File: src/rtl/life_gen_sequencer_pkg.sv
// Shared types for the Life grid sequencer: datapath operation codes and controller states.
package life_pkg;

    localparam int GRID_W = 64;

    typedef enum logic [1:0] {
        OP_NOP       = 2'b00,
        OP_LOAD_SEED = 2'b01,
        OP_LOAD_RAND = 2'b10,
        OP_EVOLVE    = 2'b11
    } op_t;

    typedef enum logic [1:0] {
        IDLE,
        ISSUE,
        WAIT,
        PACE
    } state_t;

endpackage

File: src/rtl/life_gen_sequencer_tick_divider.sv
// Generation pacing counter: counts 0..TICK_DIV-1 while enabled, pulses term on the last count.
module tick_divider #(
    parameter int TICK_DIV = 50_000_000
) (
    input  logic clk,
    input  logic reset,
    input  logic clr,
    input  logic en,
    output logic term
);

    localparam int CNT_W = (TICK_DIV > 2) ? $clog2(TICK_DIV) : 1;

    logic [CNT_W-1:0] tick_reg;

    assign term = en && (tick_reg == CNT_W'(TICK_DIV - 1));

    always_ff @(posedge clk or posedge reset) begin
        if (reset) begin
            tick_reg <= '0;
        end else if (clr) begin
            tick_reg <= '0;
        end else if (en) begin
            tick_reg <= term ? '0 : tick_reg + 1'b1;
        end
    end

endmodule

File: src/rtl/life_gen_sequencer.sv
// Sequences one-at-a-time req/ack operations on the Life grid datapath from user controls,
// paces run-mode generations, counts generations and detects a stable board.
module life_gen_sequencer #(
    parameter int TICK_DIV = 50_000_000,
    parameter int GEN_W    = 16,
    parameter int GRID_W   = 64
) (
    input  logic              clk,
    input  logic              reset,
    input  logic              load,
    input  logic              rundom,
    input  logic              step,
    input  logic              run,
    input  logic [GRID_W-1:0] grid,
    input  logic              grid_ack,
    output logic              grid_req,
    output logic [1:0]        grid_op,
    output logic [GEN_W-1:0]  gen_count,
    output logic              stable,
    output logic              busy
);

    import life_pkg::*;

    state_t            state_reg, state_next;
    op_t               op_reg, op_next;
    logic              from_run_reg, from_run_next;
    logic [GEN_W-1:0]  gen_reg;
    logic              stable_reg;
    logic [GRID_W-1:0] prev_grid_reg;
    logic              pace_entry;
    logic              ack_done;
    logic              tick_clr;
    logic              tick_en;
    logic              tick_term;

    assign ack_done = (state_reg == WAIT) && grid_ack;

    // The ack cycle itself is tick 0, so the next run-mode req rises TICK_DIV cycles after ack.
    assign tick_clr = !((state_reg == PACE) || pace_entry);
    assign tick_en  = !tick_clr;

    tick_divider #(
        .TICK_DIV(TICK_DIV)
    ) u_tick (
        .clk  (clk),
        .reset(reset),
        .clr  (tick_clr),
        .en   (tick_en),
        .term (tick_term)
    );

    always_ff @(posedge clk or posedge reset) begin
        if (reset) begin
            state_reg    <= IDLE;
            op_reg       <= OP_NOP;
            from_run_reg <= 1'b0;
        end else begin
            state_reg    <= state_next;
            op_reg       <= op_next;
            from_run_reg <= from_run_next;
        end
    end

    always_comb begin
        state_next    = state_reg;
        op_next       = op_reg;
        from_run_next = from_run_reg;
        pace_entry    = 1'b0;
        unique case (state_reg)
            IDLE: begin
                if (load) begin
                    op_next       = OP_LOAD_SEED;
                    from_run_next = 1'b0;
                    state_next    = ISSUE;
                end else if (rundom) begin
                    op_next       = OP_LOAD_RAND;
                    from_run_next = 1'b0;
                    state_next    = ISSUE;
                end else if (step) begin
                    op_next       = OP_EVOLVE;
                    from_run_next = 1'b0;
                    state_next    = ISSUE;
                end else if (run && !stable_reg) begin
                    op_next       = OP_EVOLVE;
                    from_run_next = 1'b1;
                    state_next    = ISSUE;
                end
            end
            ISSUE: state_next = WAIT;
            WAIT: begin
                if (grid_ack) begin
                    op_next = OP_NOP;
                    if (op_reg == OP_EVOLVE && from_run_reg && run) begin
                        state_next = PACE;
                        pace_entry = 1'b1;
                    end else begin
                        state_next = IDLE;
                    end
                end
            end
            PACE: begin
                // Loads preempt pacing; step is deliberately ignored here.
                if (load) begin
                    op_next       = OP_LOAD_SEED;
                    from_run_next = 1'b0;
                    state_next    = ISSUE;
                end else if (rundom) begin
                    op_next       = OP_LOAD_RAND;
                    from_run_next = 1'b0;
                    state_next    = ISSUE;
                end else if (!run || stable_reg) begin
                    state_next = IDLE;
                end else if (tick_term) begin
                    op_next       = OP_EVOLVE;
                    from_run_next = 1'b1;
                    state_next    = ISSUE;
                end
            end
            default: state_next = IDLE;
        endcase
    end

    always_ff @(posedge clk or posedge reset) begin
        if (reset) begin
            gen_reg       <= '0;
            stable_reg    <= 1'b0;
            prev_grid_reg <= '0;
        end else if (ack_done) begin
            prev_grid_reg <= grid;
            if (op_reg == OP_EVOLVE) begin
                if (gen_reg != '1) begin
                    gen_reg <= gen_reg + 1'b1;
                end
                stable_reg <= (grid == prev_grid_reg);
            end else begin
                gen_reg    <= '0;
                stable_reg <= 1'b0;
            end
        end
    end

    assign grid_req  = (state_reg == ISSUE) || (state_reg == WAIT);
    assign grid_op   = op_reg;
    assign gen_count = gen_reg;
    assign stable    = stable_reg;
    assign busy      = (state_reg != IDLE);

endmodule

File: config.mk
export PLATFORM = sky130hd
export DESIGN_NAME = life_gen_sequencer
export DESIGN_NICKNAME = d
export VERILOG_FILES = /design/src/rtl/life_gen_sequencer_pkg.sv /design/src/rtl/life_gen_sequencer_tick_divider.sv /design/src/rtl/life_gen_sequencer.sv
export SDC_FILE = /design/constraint.sdc
export NUM_CORES = 1
export LEC_CHECK = 0
export ABC_CLOCK_PERIOD_IN_PS = 7500
export BUFFER_PORTS_ARGS = -buffer_cell sky130_fd_sc_hd__buf_2
export CAP_MARGIN = 20
export CELL_PAD_IN_SITES_DETAIL_PLACEMENT = 2
export CELL_PAD_IN_SITES_GLOBAL_PLACEMENT = 2
export CORE_MARGIN = 2
export CORE_UTILIZATION = 37
export DETAILED_ROUTE_END_ITERATION = 8
export PLACE_DENSITY_LB_ADDON = 0.25
export SYNTH_ARGS = -nofsm -noshare
export SYNTH_HDL_FRONTEND = slang
export SYNTH_SLANG_ARGS = --single-unit
File: constraint.sdc
create_clock -name clk -period 7.5 [get_ports clk]
set_input_delay 0.375 -clock clk [delete_from_list [all_inputs] [get_ports clk]]
set_output_delay 0.375 -clock clk [all_outputs]
set_load 0.01 [all_outputs]
* After elaboration in Yosys (flattened, before gate mapping)
Index checks and enable logic that the tools add are counted.
** Word-level totals
- Logic and storage cells :: 78
- Bits of input ports :: 71
- Output and inout bits :: 21
- Bits in registers :: 112
** Cells by class
- Reduce and logical (&&, ||, !) cells :: 18
- Equality and inequality tests :: 13
- Add/subtract/negate cells :: 2
- Mux-type cells :: 38
** Operators by type and width (number)
- 64-bit equality test :: 1
- 26-bit two-way mux :: 2
- 2-bit two-way mux :: 19
- 16-bit two-way mux :: 2
- 26-bit by 1-bit adder with 26-bit output, second input constant :: 1
- 26-bit equality test, second input constant :: 1
- 16-bit by 1-bit adder with 16-bit output, second input constant :: 1
- 16-bit != test, second input constant :: 1
- 1-bit two-way mux :: 12
- 2-bit case mux with 4 select lines :: 1
- 2-bit equality test, second input constant :: 3
- 2-bit case mux with 3 select lines :: 1
- 1-bit logical AND :: 5
- 5-bit by 3-bit != test with 1-bit output, second input constant :: 1
- 5-bit != test, second input constant :: 1
- 5-bit AND reduction :: 1
- 4-bit by 3-bit != test with 1-bit output, second input constant :: 1
- 4-bit != test, second input constant :: 1
- 4-bit AND reduction :: 1
- 2-bit nonzero test :: 2
- 1-bit logical OR :: 3
- 3-bit AND reduction :: 1
- 3-bit nonzero test :: 1
- 2-bit by 1-bit equality test with 1-bit output, second input constant :: 1
- other kinds (6) :: 7

* Longest topological paths before layout
- Depth in word-level cells :: 13
- Gate-level depth with buffers :: 9

* By module
A second synthesis with hierarchy kept.
** Unflattened totals
- Cells, all modules :: 662
- Area, all modules :: 5863.1 µm²
** Modules (own cells, without submodules)
- life_gen_sequencer :: cells each 506, seq. area each 2152.1 µm², instances 1, area an instance 4416.7 µm²
- tick_divider :: cells each 156, seq. area each 650.6 µm², instances 1, area an instance 1446.4 µm²

* Worst setup path after synthesis
OpenSTA, ideal clock, no wires.
- Kind :: register to register
- Start :: register state_reg[0]
- End :: register u_tick.tick_reg[12]
- Clock period less this slack :: 1950 ps
- Data required time :: 7428 ps
- Slack :: 5550 ps
- Stages on the path, launching flop included :: 10
- Arrival :: 1878 ps
- Cell sequence :: dfrtp_1 -> inv_1 -> ha_1 -> nand2_1 -> nor2_1 -> a31oi_1 -> or2_2 -> buf_4 -> buf_4 -> nor2_1
** Between the ends
- Word-level cells in the longest chain between the ends :: 6
- Elaborated cells between the ends (all ways) :: 7
** RTL lines
- from (decl) :: line life_gen_sequencer.sv:25 : state_t state_reg, state_next;
- from (signal assigned) :: line life_gen_sequencer.sv:59 : state_reg <= state_next;
- 2-bit equality test :: line life_gen_sequencer.sv:70 : unique case (state_reg)
- 1-bit two-way mux :: line life_gen_sequencer.sv:70
- 1-bit logical OR * :: line life_gen_sequencer.sv:40 : assign tick_clr = !((state_reg == PACE) || pace_entry);
- 1-bit logical AND :: line life_gen_sequencer_tick_divider.sv:16 : assign term = en && (tick_reg == CNT_W'(TICK_DIV - 1));
- 26-bit two-way mux :: line life_gen_sequencer_tick_divider.sv:24 : tick_reg <= term ? '0 : tick_reg + 1'b1;
- 26-bit two-way mux * :: line life_gen_sequencer_tick_divider.sv:21 : end else if (clr) begin
- to (signal assigned) :: line life_gen_sequencer_tick_divider.sv:24
- to (decl) :: line life_gen_sequencer_tick_divider.sv:14 : logic [CNT_W-1:0] tick_reg;
Mark *: on every way between the ends. The rest lies on a longest branch, timed or not.
A chain may end at the register's enable or synchronous reset.

* Final worst setup path
- Start :: register state_reg[0]
- End :: register gen_reg[4], in the netlist gen_count[4]
** Between the ends
- Word-level cells in the longest chain between the ends :: 3
** RTL lines
- 2-bit equality test :: line life_gen_sequencer.sv:37 : assign ack_done = (state_reg == WAIT) && grid_ack;
- 1-bit logical AND :: line life_gen_sequencer.sv:37
- 2-bit AND reduction (no source line)
- to (signal assigned) :: line life_gen_sequencer.sv:133 : gen_reg <= gen_reg + 1'b1;
- to (decl) :: line life_gen_sequencer.sv:28 : logic [GEN_W-1:0] gen_reg;
No other way between the ends.

==> impl_metrics.tcl <==
set metrics [dict create \
    cp_top_family "buffers and inverters" \
    clkPwrFrac_pct 23.8 \
    postCtsHoldBufs 0 \
    powerDensity_nw_per_um2 313 \
    crit_chain "inv_1 -> ha_1 -> and2_2 -> buf_4 -> o31ai_1 -> clkbuf_2 -> or2_2 -> o41ai_1" \
    syn_inst 634 \
    path_max_fanout 68 \
    die_w_um 128 \
    ys.flop_type "dfrtp_1" \
    wl_um 16000 \
    p_seq_share_pct 45.2 \
    cts_setup_buffers 0 \
    gp_congestion 0.791 \
    n_antenna_cell 0 \
    drv_cap 0 \
    synth.avg_cell_area_um2 8.92 \
    grtUsageTotal_pct 20.7 \
    cp_data_required_time_ps 7750 \
    setup_ws_ps 4620 \
    clock_latency_ps 360 \
    synthMuxAreaShare_pct 0.597 \
    yosys_warnings 0 \
    min-delay-path-class "in -> async" \
    synth_cell_type_count 42 \
    outcome "completed" \
    start_util_pct 37.5 \
    synthSimpleGateAreaFrac_pct 27.5 \
    cts_buffer_depth 2 \
    path_class "reg -> reg" \
    period_share_pct 38.4 \
    syn_nets 712 \
    cts_resized 0 \
    ir_drop_uv 134 \
    synth_top_area_share_pct 49.6 \
    dp_hpwl_um 11400 \
    relSlewSlack_pct 42.9 \
    yosys-top-cells-area "dfrtp_1 50%, nand2_1 14%, xor2_1 8.2%" \
    clock_sinks 112 \
    wl_per_cell_um 17.5 \
    final_util_pct 43.6 \
    cts_tree "yes" \
    report.final.slew_viol_count 0 \
    cts.htree.levels 3 \
    crit_path_start_kind "flip-flop" \
    finalHoldViolCount 0 \
    synth_edf_count 0 \
    final_cell_mix "216 x nand2_1, 112 x dfrtp_1, 92 x buf_2" \
    num_rows 45 \
    numPlacedInstances 896 \
    setup_viol 0 \
    port_buffers 91 \
    synthArstFlopShare_pct 100 \
    instances_no_fill 912 \
    die_height_um 128 \
    pwr-share-comb_pct 31.1 \
    path_buf_inv 3 \
    cp.arrival_ps 3130 \
    numCtsBuffers 9 \
    p_sw_mw 0.744 \
    first_global_vias 5278 \
    synth_fa_ha_area_share_pct 1.55 \
    areaGrowthSynthToFinish_pct 16.4 \
    viasPerCell 5.19 \
    antenna_found_initial 0 \
    drc_errors 0 \
    synth_top_family_by_area "simple AND/OR/NAND/NOR gates" \
    ys_ff_latch 112 \
    synth_compound_area_share_pct 3.98 \
    grt_first_pass_wirelength_um 26700 \
    netSwitchingFraction_pct 36.2 \
    final_nets 798 \
    ant_nets 0 \
    tns_ps 0 \
    leakagePower_nw 3.20 \
    fmax_mhz 347 \
    cts_root_buf "clkbuf_16" \
    grt_max_degree 72 \
    synth_area_um2 5650 \
    internal_power_mw 1.31 \
    dieArea_um2 16300 \
    clock_skew_ps 10.6 \
    drive_gt1_share_pct 17.0 \
    firstDrtPassIters 4 \
    yosys.area.top_type "dfrtp_1" \
    worstMarginPinSlew_ps 856 \
    via_count 4736 \
    first_iter_violations 229 \
    period_needed_ps 2880 \
    crit_slowest_cell "buf_4" \
    num_io_pins 92 \
    worstSetupEndpointType "flip-flop" \
    core_um2 15100 \
    rsz0062_at_grt "false" \
    largest_reg_flops 64 \
    synthXorXnorAreaFrac_pct 14.4 \
    final_common_cell "nand2_1" \
    cpPeakStageDelay_ps 550 \
    grt-ovfl-total 0 \
    ys_seq_area_share_pct 49.6 \
    path_clk_slew_ps 80 \
    dp_slack_ps 4570 \
]
[metrics by stage]
step	area [µm²]	hold WS, ps	power, mW
2_1_floorplan	5650	451	1.38
3_3_place_gp	6280	467	1.53
3_5_place_dp	6290	489	1.59
4_1_cts	6580	120	2.09
5_1_grt	6580	136	2.22
6_report	6580	91.7	2.06
[final timing paths]
path	from	end	slack, ps	cells after the start
worst min register to register	u_tick.tick_reg[0]	u_tick.tick_reg[0]	500	1
worst max register to register	state_reg[0]	gen_count[4]	4620	8
min in group clk	grid[22]	prev_grid_reg[22]	240	3
worst min-delay path	reset	grid_op[0]	90	2
worst max-delay path	state_reg[0]	gen_count[4]	4620	8
max in group asynchronous	reset	prev_grid_reg[3]	6100	3
[routing by layer]
layer / wire length, µm / global-route usage [%]
met1: 6890 / 25.7
met2: 8390 / 36.9
met3: 414 / 2.89
met4: 272 / 7.18
met5: 0 / 0
[cells in the mapped netlist (3+ instances only)]
master,count
a21oi_1,9
and3_1,5
and4_1,5
buf_1,3
buf_4,3
clkbuf_1,14
dfrtp_1,112
ha_1,7
inv_1,12
nand2_1,217
nand3_1,18
nand4_1,19
nor2_1,46
nor3_1,7
nor4_1,17
o21ai_0,10
o31ai_1,4
or2_2,3
xnor2_1,40
xor2_1,53
[cell type report]
type,instances,area [µm²]
flip-flops and latches,112,2800
inverters,12,47.5
fillers,1714,8510
clock buffers,11,243
multi-input cells,489,2720
repair buffers,96,488
well taps,188,235
clock inverters,4,45.0
[power by group through the flow]
stage	Sequential, mW	Clock, mW	Combinational [mW]
4_1_cts	0.932	0.503	0.656
3_3_place_gp	0.922	0	0.605
6_report	0.929	0.489	0.639
3_5_place_dp	0.942	0	0.647
5_1_grt	0.954	0.525	0.738
2_1_floorplan	0.910	0	0.472
[cells by family after synthesis]
group	after synthesis
AO/OA/AOI/OAI	35
buffers and inverters	33
adder cells (fa/ha/maj)	7
flip-flops	112
AND/OR/NAND/NOR	351
XOR/XNOR	93
multiplexers	3
Note: power is estimated with default switching activity, not from simulation.
